## config.mk

```make
export PLATFORM = sky130hd
export DESIGN_NAME = multicycle_control_unit_flat
export DESIGN_NICKNAME = d
export VERILOG_FILES = /design/src/rtl/multicycle_control_unit_if.sv /design/src/rtl/multicycle_control_unit.sv /design/src/flat_wrapper.sv
export SDC_FILE = /design/constraint.sdc
export NUM_CORES = 1
export LEC_CHECK = 0
export CAP_MARGIN = 10
export CORE_UTILIZATION = 55
export CTS_BUF_LIST = sky130_fd_sc_hd__clkbuf_4 sky130_fd_sc_hd__clkbuf_8
export CTS_CLUSTER_SIZE = 20
export DETAILED_ROUTE_END_ITERATION = 10
export DONT_BUFFER_PORTS = 1
export PLACE_DENSITY = 0.74
export SLEW_MARGIN = 20
export SYNTH_ARGS = -nofsm -noshare
export SYNTH_HDL_FRONTEND = slang
export SYNTH_SLANG_ARGS = --single-unit
export TNS_END_PERCENT = 20
```

## constraint.sdc

```tcl
create_clock -name CLK -period 5.45 [get_ports CLK]
set_input_delay 0 -clock CLK [delete_from_list [all_inputs] [get_ports CLK]]
set_output_delay 0 -clock CLK [all_outputs]
set_load 0.03 [all_outputs]
```

## src/rtl/multicycle_control_unit_if.sv

```systemverilog
// Instruction handshake and datapath control bundle between the multicycle sequencer and its core.
// The sequencer connects through the slave modport; the core/fetch side through master.
interface multicycle_control_unit_if #(
  parameter int OPCODE_W = 5,
  parameter int ALUOP_W  = 4,
  parameter int CNT_W    = 16
);
  logic                instr_valid;
  logic [OPCODE_W-1:0] opcode;
  logic                branch_cond;
  logic                mem_ready;
  logic                stall;

  logic                instr_ack;
  logic [ALUOP_W-1:0]  ALUop;
  logic                regWrite;
  logic                muxWriteReg;
  logic                muxWriteData;
  logic                C_reg2_aluB_mux;
  logic                C_sub_mAluInputB_L;
  logic                C_mDataMemVsAluOutput;
  logic                C_L_mux;
  logic                C_mWwriteDataA;
  logic                C_offset;
  logic                pcSrc;
  logic                pcWrite;
  logic                C_read_dm;
  logic                C_write_dm;
  logic                illegal;
  logic [2:0]          state;
  logic [CNT_W-1:0]    instr_count;

  modport master (
    output instr_valid, opcode, branch_cond, mem_ready, stall,
    input  instr_ack, ALUop, regWrite, muxWriteReg, muxWriteData, C_reg2_aluB_mux,
           C_sub_mAluInputB_L, C_mDataMemVsAluOutput, C_L_mux, C_mWwriteDataA, C_offset,
           pcSrc, pcWrite, C_read_dm, C_write_dm, illegal, state, instr_count
  );

  modport slave (
    input  instr_valid, opcode, branch_cond, mem_ready, stall,
    output instr_ack, ALUop, regWrite, muxWriteReg, muxWriteData, C_reg2_aluB_mux,
           C_sub_mAluInputB_L, C_mDataMemVsAluOutput, C_L_mux, C_mWwriteDataA, C_offset,
           pcSrc, pcWrite, C_read_dm, C_write_dm, illegal, state, instr_count
  );
endinterface

```

## src/rtl/multicycle_control_unit.sv

```systemverilog
// Multicycle control sequencer: opcode handshake, decode, execute, memory wait with timeout,
// write-back and a sticky trap state that only RST leaves.
module multicycle_control_unit #(
  parameter int OPCODE_W    = 5,
  parameter int ALUOP_W     = 4,
  parameter int MEM_TIMEOUT = 15,
  parameter int CNT_W       = 16
) (
  input logic                      CLK,
  input logic                      RST,
  multicycle_control_unit_if.slave bus
);

  typedef enum logic [2:0] {
    IDLE   = 3'd0,
    DECODE = 3'd1,
    EXEC   = 3'd2,
    MEM    = 3'd3,
    WB     = 3'd4,
    TRAP   = 3'd5,
    BAD6   = 3'd6,
    BAD7   = 3'd7
  } state_t;

  typedef enum logic [3:0] {
    K_L   = 4'd0,
    K_I   = 4'd1,
    K_AR  = 4'd2,
    K_J   = 4'd3,
    K_M   = 4'd4,
    K_P   = 4'd5,
    K_Q   = 4'd6,
    K_T   = 4'd7,
    K_L2  = 4'd8,
    K_BAD = 4'd15
  } kind_t;

  typedef struct packed {
    logic [ALUOP_W-1:0] aluOp;
    logic               regWrite;
    logic               muxWriteReg;
    logic               muxWriteData;
    logic               reg2AluB;
    logic               subAluB;
    logic               memVsAlu;
    logic               lMux;
    logic               wWriteDataA;
    logic               offset;
    logic               pcSrc;
    logic               pcWrite;
    logic               readDm;
    logic               writeDm;
    logic               instrAck;
  } ctrl_t;

  localparam logic [ALUOP_W-1:0] ALU_ONES = {ALUOP_W{1'b1}};
  localparam logic [7:0]         MEM_LAST = 8'(MEM_TIMEOUT - 1);
  localparam logic [CNT_W-1:0]   CNT_ONE  = {{(CNT_W-1){1'b0}}, 1'b1};

  // Any set bit above the 5-bit opcode field makes the instruction illegal.
  function automatic kind_t decodeKind(input logic [OPCODE_W-1:0] op);
    kind_t k;
    if ((op >> 3'd5) != {OPCODE_W{1'b0}}) begin
      k = K_BAD;
    end else begin
      case (op[4:0])
        5'b00000: k = K_L;
        5'b00001: k = K_I;
        5'b00010: k = K_AR;
        5'b00011: k = K_J;
        5'b00100: k = K_M;
        5'b00111: k = K_P;
        5'b01000: k = K_Q;
        5'b01011: k = K_T;
        5'b01100: k = K_L2;
        default:  k = K_BAD;
      endcase
    end
    return k;
  endfunction

  function automatic ctrl_t selectsFor(input kind_t k);
    ctrl_t c;
    c = '0;
    case (k)
      K_AR: begin
        c.aluOp = ALU_ONES;
      end
      K_I: begin
        c.aluOp       = ALU_ONES;
        c.muxWriteReg = 1'b1;
        c.reg2AluB    = 1'b1;
      end
      K_T: begin
        c.aluOp        = ALU_ONES;
        c.muxWriteReg  = 1'b1;
        c.muxWriteData = 1'b1;
      end
      K_L: begin
        c.reg2AluB = 1'b1;
        c.subAluB  = 1'b1;
        c.memVsAlu = 1'b1;
        c.lMux     = 1'b1;
      end
      K_L2: begin
        c.reg2AluB = 1'b1;
        c.subAluB  = 1'b1;
      end
      K_Q: begin
        c.lMux        = 1'b1;
        c.wWriteDataA = 1'b1;
      end
      K_M: begin
        c.offset = 1'b1;
      end
      default: begin
        c = '0;
      end
    endcase
    return c;
  endfunction

  state_t              state_r;
  state_t              nextState_s;
  logic [OPCODE_W-1:0] opReg_r;
  logic [7:0]          memCnt_r;
  logic [7:0]          nextCnt_s;
  logic [CNT_W-1:0]    instrCount_r;
  ctrl_t               held_r;
  ctrl_t               ctrl_s;
  kind_t               kind_s;
  logic                latch_s;
  logic                retire_s;

  assign kind_s = decodeKind(opReg_r);

  // Next state, MEM wait count, strobes and selects; a stall replays last cycle's outputs minus pulses.
  always_comb begin
    nextState_s = state_r;
    nextCnt_s   = memCnt_r;
    latch_s     = 1'b0;
    retire_s    = 1'b0;
    ctrl_s      = '0;
    if (state_r inside {DECODE, EXEC, MEM, WB}) begin
      ctrl_s = selectsFor(kind_s);
    end else begin
      ctrl_s = '0;
    end
    if (bus.stall && (state_r inside {IDLE, DECODE, EXEC, MEM, WB})) begin
      ctrl_s          = held_r;
      ctrl_s.regWrite = 1'b0;
      ctrl_s.pcWrite  = 1'b0;
      ctrl_s.instrAck = 1'b0;
    end else begin
      case (state_r)
        IDLE: begin
          if (bus.instr_valid) begin
            ctrl_s.instrAck = ~RST;
            latch_s         = 1'b1;
            nextState_s     = DECODE;
          end else begin
            nextState_s = IDLE;
          end
        end
        DECODE: begin
          nextState_s = (kind_s == K_BAD) ? TRAP : EXEC;
        end
        EXEC: begin
          case (kind_s)
            K_AR, K_I, K_T, K_Q: begin
              nextState_s = WB;
            end
            K_L, K_L2: begin
              nextState_s = MEM;
              nextCnt_s   = 8'd0;
            end
            K_J: begin
              ctrl_s.pcWrite = 1'b1;
              ctrl_s.pcSrc   = 1'b1;
              nextState_s    = IDLE;
              retire_s       = 1'b1;
            end
            K_M: begin
              ctrl_s.pcWrite = 1'b1;
              ctrl_s.pcSrc   = bus.branch_cond;
              nextState_s    = IDLE;
              retire_s       = 1'b1;
            end
            K_P: begin
              nextState_s = IDLE;
              retire_s    = 1'b1;
            end
            default: begin
              nextState_s = TRAP;
            end
          endcase
        end
        MEM: begin
          ctrl_s.readDm  = (kind_s == K_L);
          ctrl_s.writeDm = (kind_s == K_L2);
          // A completion in the last allowed cycle beats the timeout.
          if (bus.mem_ready) begin
            nextCnt_s = 8'd0;
            if (kind_s == K_L) begin
              nextState_s = WB;
            end else begin
              nextState_s = IDLE;
              retire_s    = 1'b1;
            end
          end else if (memCnt_r == MEM_LAST) begin
            nextCnt_s   = 8'd0;
            nextState_s = TRAP;
          end else begin
            nextCnt_s = memCnt_r + 8'd1;
          end
        end
        WB: begin
          ctrl_s.regWrite = 1'b1;
          nextState_s     = IDLE;
          retire_s        = 1'b1;
        end
        TRAP: begin
          nextState_s = TRAP;
        end
        default: begin
          nextState_s = IDLE;
        end
      endcase
    end
  end

  // State, latched opcode, MEM wait counter, retired count and the output snapshot for stalls.
  always_ff @(posedge CLK) begin
    if (RST) begin
      state_r      <= IDLE;
      opReg_r      <= {OPCODE_W{1'b0}};
      memCnt_r     <= 8'd0;
      instrCount_r <= {CNT_W{1'b0}};
      held_r       <= '0;
    end else begin
      state_r  <= nextState_s;
      memCnt_r <= nextCnt_s;
      held_r   <= ctrl_s;
      if (latch_s) begin
        opReg_r <= bus.opcode;
      end else begin
        opReg_r <= opReg_r;
      end
      if (retire_s) begin
        instrCount_r <= instrCount_r + CNT_ONE;
      end else begin
        instrCount_r <= instrCount_r;
      end
    end
  end

  assign bus.instr_ack             = ctrl_s.instrAck;
  assign bus.ALUop                 = ctrl_s.aluOp;
  assign bus.regWrite              = ctrl_s.regWrite;
  assign bus.muxWriteReg           = ctrl_s.muxWriteReg;
  assign bus.muxWriteData          = ctrl_s.muxWriteData;
  assign bus.C_reg2_aluB_mux       = ctrl_s.reg2AluB;
  assign bus.C_sub_mAluInputB_L    = ctrl_s.subAluB;
  assign bus.C_mDataMemVsAluOutput = ctrl_s.memVsAlu;
  assign bus.C_L_mux               = ctrl_s.lMux;
  assign bus.C_mWwriteDataA        = ctrl_s.wWriteDataA;
  assign bus.C_offset              = ctrl_s.offset;
  assign bus.pcSrc                 = ctrl_s.pcSrc;
  assign bus.pcWrite               = ctrl_s.pcWrite;
  assign bus.C_read_dm             = ctrl_s.readDm;
  assign bus.C_write_dm            = ctrl_s.writeDm;
  assign bus.illegal               = (state_r == TRAP);
  assign bus.state                 = state_r;
  assign bus.instr_count           = instrCount_r;

endmodule

```

## src/flat_wrapper.sv

```systemverilog
// flat-port wrapper written by rule: the top's interface ports become plain ports
module multicycle_control_unit_flat 
#(
  parameter int OPCODE_W    = 5,
  parameter int ALUOP_W     = 4,
  parameter int MEM_TIMEOUT = 15,
  parameter int CNT_W       = 16
)
  (CLK, RST, bus_instr_valid, bus_opcode, bus_branch_cond, bus_mem_ready, bus_stall, bus_instr_ack, bus_ALUop, bus_regWrite, bus_muxWriteReg, bus_muxWriteData, bus_C_reg2_aluB_mux, bus_C_sub_mAluInputB_L, bus_C_mDataMemVsAluOutput, bus_C_L_mux, bus_C_mWwriteDataA, bus_C_offset, bus_pcSrc, bus_pcWrite, bus_C_read_dm, bus_C_write_dm, bus_illegal, bus_state, bus_instr_count);
  multicycle_control_unit_if #(.OPCODE_W(OPCODE_W), .ALUOP_W(ALUOP_W), .CNT_W(CNT_W)) bus_i ();
  input logic CLK;
  input logic RST;
  input wire logic [$bits(bus_i.instr_valid)-1:0] bus_instr_valid;
  input wire logic [$bits(bus_i.opcode)-1:0] bus_opcode;
  input wire logic [$bits(bus_i.branch_cond)-1:0] bus_branch_cond;
  input wire logic [$bits(bus_i.mem_ready)-1:0] bus_mem_ready;
  input wire logic [$bits(bus_i.stall)-1:0] bus_stall;
  output wire logic [$bits(bus_i.instr_ack)-1:0] bus_instr_ack;
  output wire logic [$bits(bus_i.ALUop)-1:0] bus_ALUop;
  output wire logic [$bits(bus_i.regWrite)-1:0] bus_regWrite;
  output wire logic [$bits(bus_i.muxWriteReg)-1:0] bus_muxWriteReg;
  output wire logic [$bits(bus_i.muxWriteData)-1:0] bus_muxWriteData;
  output wire logic [$bits(bus_i.C_reg2_aluB_mux)-1:0] bus_C_reg2_aluB_mux;
  output wire logic [$bits(bus_i.C_sub_mAluInputB_L)-1:0] bus_C_sub_mAluInputB_L;
  output wire logic [$bits(bus_i.C_mDataMemVsAluOutput)-1:0] bus_C_mDataMemVsAluOutput;
  output wire logic [$bits(bus_i.C_L_mux)-1:0] bus_C_L_mux;
  output wire logic [$bits(bus_i.C_mWwriteDataA)-1:0] bus_C_mWwriteDataA;
  output wire logic [$bits(bus_i.C_offset)-1:0] bus_C_offset;
  output wire logic [$bits(bus_i.pcSrc)-1:0] bus_pcSrc;
  output wire logic [$bits(bus_i.pcWrite)-1:0] bus_pcWrite;
  output wire logic [$bits(bus_i.C_read_dm)-1:0] bus_C_read_dm;
  output wire logic [$bits(bus_i.C_write_dm)-1:0] bus_C_write_dm;
  output wire logic [$bits(bus_i.illegal)-1:0] bus_illegal;
  output wire logic [$bits(bus_i.state)-1:0] bus_state;
  output wire logic [$bits(bus_i.instr_count)-1:0] bus_instr_count;
  assign bus_i.instr_valid = bus_instr_valid;
  assign bus_i.opcode = bus_opcode;
  assign bus_i.branch_cond = bus_branch_cond;
  assign bus_i.mem_ready = bus_mem_ready;
  assign bus_i.stall = bus_stall;
  assign bus_instr_ack = bus_i.instr_ack;
  assign bus_ALUop = bus_i.ALUop;
  assign bus_regWrite = bus_i.regWrite;
  assign bus_muxWriteReg = bus_i.muxWriteReg;
  assign bus_muxWriteData = bus_i.muxWriteData;
  assign bus_C_reg2_aluB_mux = bus_i.C_reg2_aluB_mux;
  assign bus_C_sub_mAluInputB_L = bus_i.C_sub_mAluInputB_L;
  assign bus_C_mDataMemVsAluOutput = bus_i.C_mDataMemVsAluOutput;
  assign bus_C_L_mux = bus_i.C_L_mux;
  assign bus_C_mWwriteDataA = bus_i.C_mWwriteDataA;
  assign bus_C_offset = bus_i.C_offset;
  assign bus_pcSrc = bus_i.pcSrc;
  assign bus_pcWrite = bus_i.pcWrite;
  assign bus_C_read_dm = bus_i.C_read_dm;
  assign bus_C_write_dm = bus_i.C_write_dm;
  assign bus_illegal = bus_i.illegal;
  assign bus_state = bus_i.state;
  assign bus_instr_count = bus_i.instr_count;
  multicycle_control_unit #(.OPCODE_W(OPCODE_W), .ALUOP_W(ALUOP_W), .MEM_TIMEOUT(MEM_TIMEOUT), .CNT_W(CNT_W)) u_core (.CLK(CLK), .RST(RST), .bus(bus_i));
endmodule
```

==> metrics <==
status=completed; Routed met2 length=3.005 mm; hold path depth=2; Max Freq=353.4 MHz; hold endpoint=u_core.held_r[2]; Most used DFF post-synth=dfxtp_1; peak supply drop=152.9 µV; drt pass-1 iters=4; Die Y=74.76 µm; clock latency on the worst-skew pair=0.31 ns; Mapped Area=0.002912 mm²; Routed Antenna Nets=0; classification of the worst setup path=reg -> reg; critical path launch point type=flop; Worst slew margin=35.59%; Port-buffer cells=0; Num CTS Buffers=5; Post-synth EDFFs=0; grt total ovfl=0; DR WL met3=447 µm; final hold vios=0; sequential fraction of the synthesis area=35.07%; Crit Reg-Reg Startpoint=u_core.bus.state[0]; critical path capture point type=flop; CTS sink cnt=51; H-tree depth=2; largest net degree at the start of global routing=59; CTS clock-pin slew for the worst setup and hold paths=0.09 ns; fin crit share=51.93%; setup tns final=0 ns; initial antenna violation count=0; Post-Route WL=6.498 mm; average size of a mapped cell=8.640 µm²; post-route cell area=0.003138 mm²; DR top layer=met4; Placement Rows=26; Post-Syn Nets=352; vias in the first global route=2137; Worst EP required=5.65 ns; DIE AREA=0.005588 mm²; root buffer cell=clkbuf_8; yosys warns=0; ys async rst share=0%; end of the worst register-to-register path=u_core.bus.instr_count[2]; vias post-DR=2500; Metal-1 WL=2.991 mm; CTS tree=done; die width=74.76 µm; Setup Fix Bufs, Post-CTS=0; drt drc=0; share of cells above drive strength 1=8.982%; # setup viols final=0; Starting Density=57.01%; crit path DAT=3.03 ns; Leakage=0.001171 µW; Tot GR Track Use=24.48%; clock period minus worst slack=2.830 ns; max capacitance violation total=0; hold_sp=RST; core area=0.005107 mm²; Post-Synthesis Cells=337; DR WL/cell=16.08 µm; fin nets=348; # diodes=0; Starting DRT DRC Count=245; Worst path max stage delay=0.97 ns; P&R area growth vs syn=7.778%; Synth cell types=67; Slew @ Worst Pin=0.9649 ns; crit-path cells=nor2_1 -> nand3b_1 -> inv_1 -> o31ai_1 -> mux2_2; Detailed Place HPWL=4.212 mm; worst-path fanout max=22; # resized after CTS=0; Final Util=61.44%; r2r worst-path depth=5; Ports=49; first-pass GRT wire length=10.48 mm; clk_skew=0.007733 ns; HP Class=in -> reg; flops & latches, synth=51; R2R Setup Slk=2.62 ns; Slew Viols, Final=0; RSZ-0062 raised after global routing=false; Post-DP Area=0.002884 mm²; via/cell ratio=6.188; Worst path slowest cell=dfxtp_1; PwrDens=238.6 mW/mm²; GP Congestion=0.7910; worst-case clock buffer depth=2
==> cell usage in the layout (no fill, tap or decap), types with 2 or more instances in the layout <==
cell,netlist,routed
nor2_1,29,29
and3_1,6,6
ha_1,4,4
o21a_1,2,2
a32o_1,4,4
o31ai_1,6,6
mux2i_1,2,2
a311oi_1,5,5
a2bb2oi_1,2,2
o2bb2ai_1,3,3
nand2_1,23,23
xnor2_1,2,2
o21ai_0,2,2
nor3_1,6,6
a2111oi_0,2,2
or4_1,3,3
and2_1,3,3
a211oi_1,4,4
a311o_1,3,3
a21o_1,2,2
nor4_1,5,5
a21oi_1,19,19
dlygate4sd3_1,0,13
nor2b_1,25,25
nand3_1,10,10
o21ai_1,3,3
nand4_1,10,10
or3_1,4,4
dfxtp_1,51,51
inv_1,10,10
and4_1,3,3
xor2_1,3,3
or2_2,3,3
nor4_4,2,2
o211ai_1,3,3
clkbuf_8,0,7
mux2_2,9,9
a31oi_1,8,8
o211a_1,2,2
mux2_1,5,5
==> power by group <==
| group | internal, µW | total, µW | leakage, µW | switching (µW) |
|---|---|---|---|---|
| logic | 38.9 | 99.7 | 0.000707 | 60.8 |
| clock network | 116 | 243 | 0.0000505 | 128 |
| registers | 382 | 406 | 0.000413 | 23.8 |
| total | 536 | 749 | 0.00117 | 212 |
==> metrics by stage <==
step	hold slack, ns	total power (µW)	setup slack [ns]	std cells
2_1_floorplan	0.1475	493.4	3.197	337
3_3_place_gp	0.07595	494.4	2.715	382
3_5_place_dp	0.07698	495.9	2.672	382
4_1_cts	0.005867	752.6	2.647	404
5_1_grt	0.008670	782.2	2.401	404
6_report	0.01286	748.8	2.620	404
==> how the worst max path moves through the flow <==
stage / startpoint / to / slack (ns) / cells past startpoint
floorplan: u_core.bus.state[2] / u_core.held_r[8] / 3.20 / 5
global placement: u_core.bus.state[0] / u_core.bus.instr_count[2] / 2.71 / 5
detailed placement: u_core.bus.state[0] / u_core.bus.instr_count[2] / 2.67 / 5
CTS: u_core.bus.state[0] / u_core.bus.instr_count[2] / 2.65 / 5
global route: u_core.bus.state[0] / u_core.bus.instr_count[2] / 2.40 / 5
finish: u_core.bus.state[0] / u_core.bus.instr_count[2] / 2.62 / 5
==> cell families (layout without fill, tap and decap cells) <==
| group | after synthesis | in the layout | share of synthesized area, % |
|---|---|---|---|
| AOI/OAI and AO/OA | 87 | 87 | 23.29 |
| DFF | 51 | 51 | 35.07 |
| and+or+nand+nor | 139 | 139 | 27.07 |
| buffers and inverters | 35 | 32 | 5.243 |
| xor gates and xnor gates | 5 | 5 | 1.504 |
| adders and majority gates | 4 | 4 | 1.719 |
| muxes | 16 | 16 | 6.102 |
==> state kept, by name (all words and copies together), names as in the netlist, named ones only <==
| name | flops |
|---|---|
| u_core.bus.state | 3 |
| u_core.bus.instr_count | 16 |
| u_core.memCnt_r | 8 |
| u_core.opReg_r | 5 |
| u_core.held_r | 15 |
==> layout make-up <==
| cell class | instances | area [µm²] |
|---|---|---|
| inverters | 10 | 37.54 |
| clock buffers | 7 | 96.34 |
| flip-flops and latches | 51 | 1021 |
| fillers | 470 | 1969 |
| multi-input cells | 251 | 1738 |
| clock inverters | 1 | 7.507 |
| well taps | 70 | 87.58 |
| repair buffers | 14 | 150.1 |
==> synth_stat cells, types with 2 or more instances <==
cell / number / share of area [%]
dfxtp_1: 51 / 35
nor2_1: 29 / 3.7
nor2b_1: 25 / 5.4
nand2_1: 23 / 3.0
a21oi_1: 19 / 3.3
clkbuf_1: 15 / 1.9
inv_1: 10 / 1.3
nand3_1: 10 / 1.7
nand4_1: 10 / 2.1
mux2_2: 9 / 3.5
a31oi_1: 8 / 1.7
and3_1: 6 / 1.3
nor3_1: 6 / 1.0
o31ai_1: 6 / 1.5
a311oi_1: 5 / 1.5
buf_2: 5 / 0.86
mux2_1: 5 / 1.9
nor4_1: 5 / 1.1
a211oi_1: 4 / 1.0
a32o_1: 4 / 1.4
ha_1: 4 / 1.7
or3_1: 4 / 0.86
a311o_1: 3 / 1.0
and2_1: 3 / 0.64
and4_1: 3 / 0.90
o211ai_1: 3 / 0.77
o21ai_1: 3 / 0.52
o2bb2ai_1: 3 / 0.90
or2_2: 3 / 0.64
or4_1: 3 / 0.77
xor2_1: 3 / 0.90
a2111oi_0: 2 / 0.60
a21o_1: 2 / 0.52
a2bb2oi_1: 2 / 0.60
buf_1: 2 / 0.26
buf_4: 2 / 0.52
mux2i_1: 2 / 0.69
nor4_4: 2 / 1.5
o211a_1: 2 / 0.69
o21a_1: 2 / 0.52
o21ai_0: 2 / 0.34
xnor2_1: 2 / 0.60
==> critical path, delay by kind of cell (launching register included) <==
| family | cells | cell delay (ns) |
|---|---|---|
| flops | 1 | 0.97 |
| buf+inv | 1 | 0.35 |
| simple gates | 2 | 0.69 |
| compound gates | 1 | 0.34 |
| mux | 1 | 0.36 |
==> routing by layer <==
layer	global-route usage, %	vias up
li1	-	1255
met1	34.08	1157
met2	36.74	83
met3	8.568	5
met4	5.031	0
met5	0	-
==> what timing repair did <==
action | in CTS | in global routing
endpoints found under the hold margin | 43 | 0
hold buffers | 14 | 0
endpoints found under the setup margin | 0 | 0
Note: power is estimated with default switching activity, not from simulation.
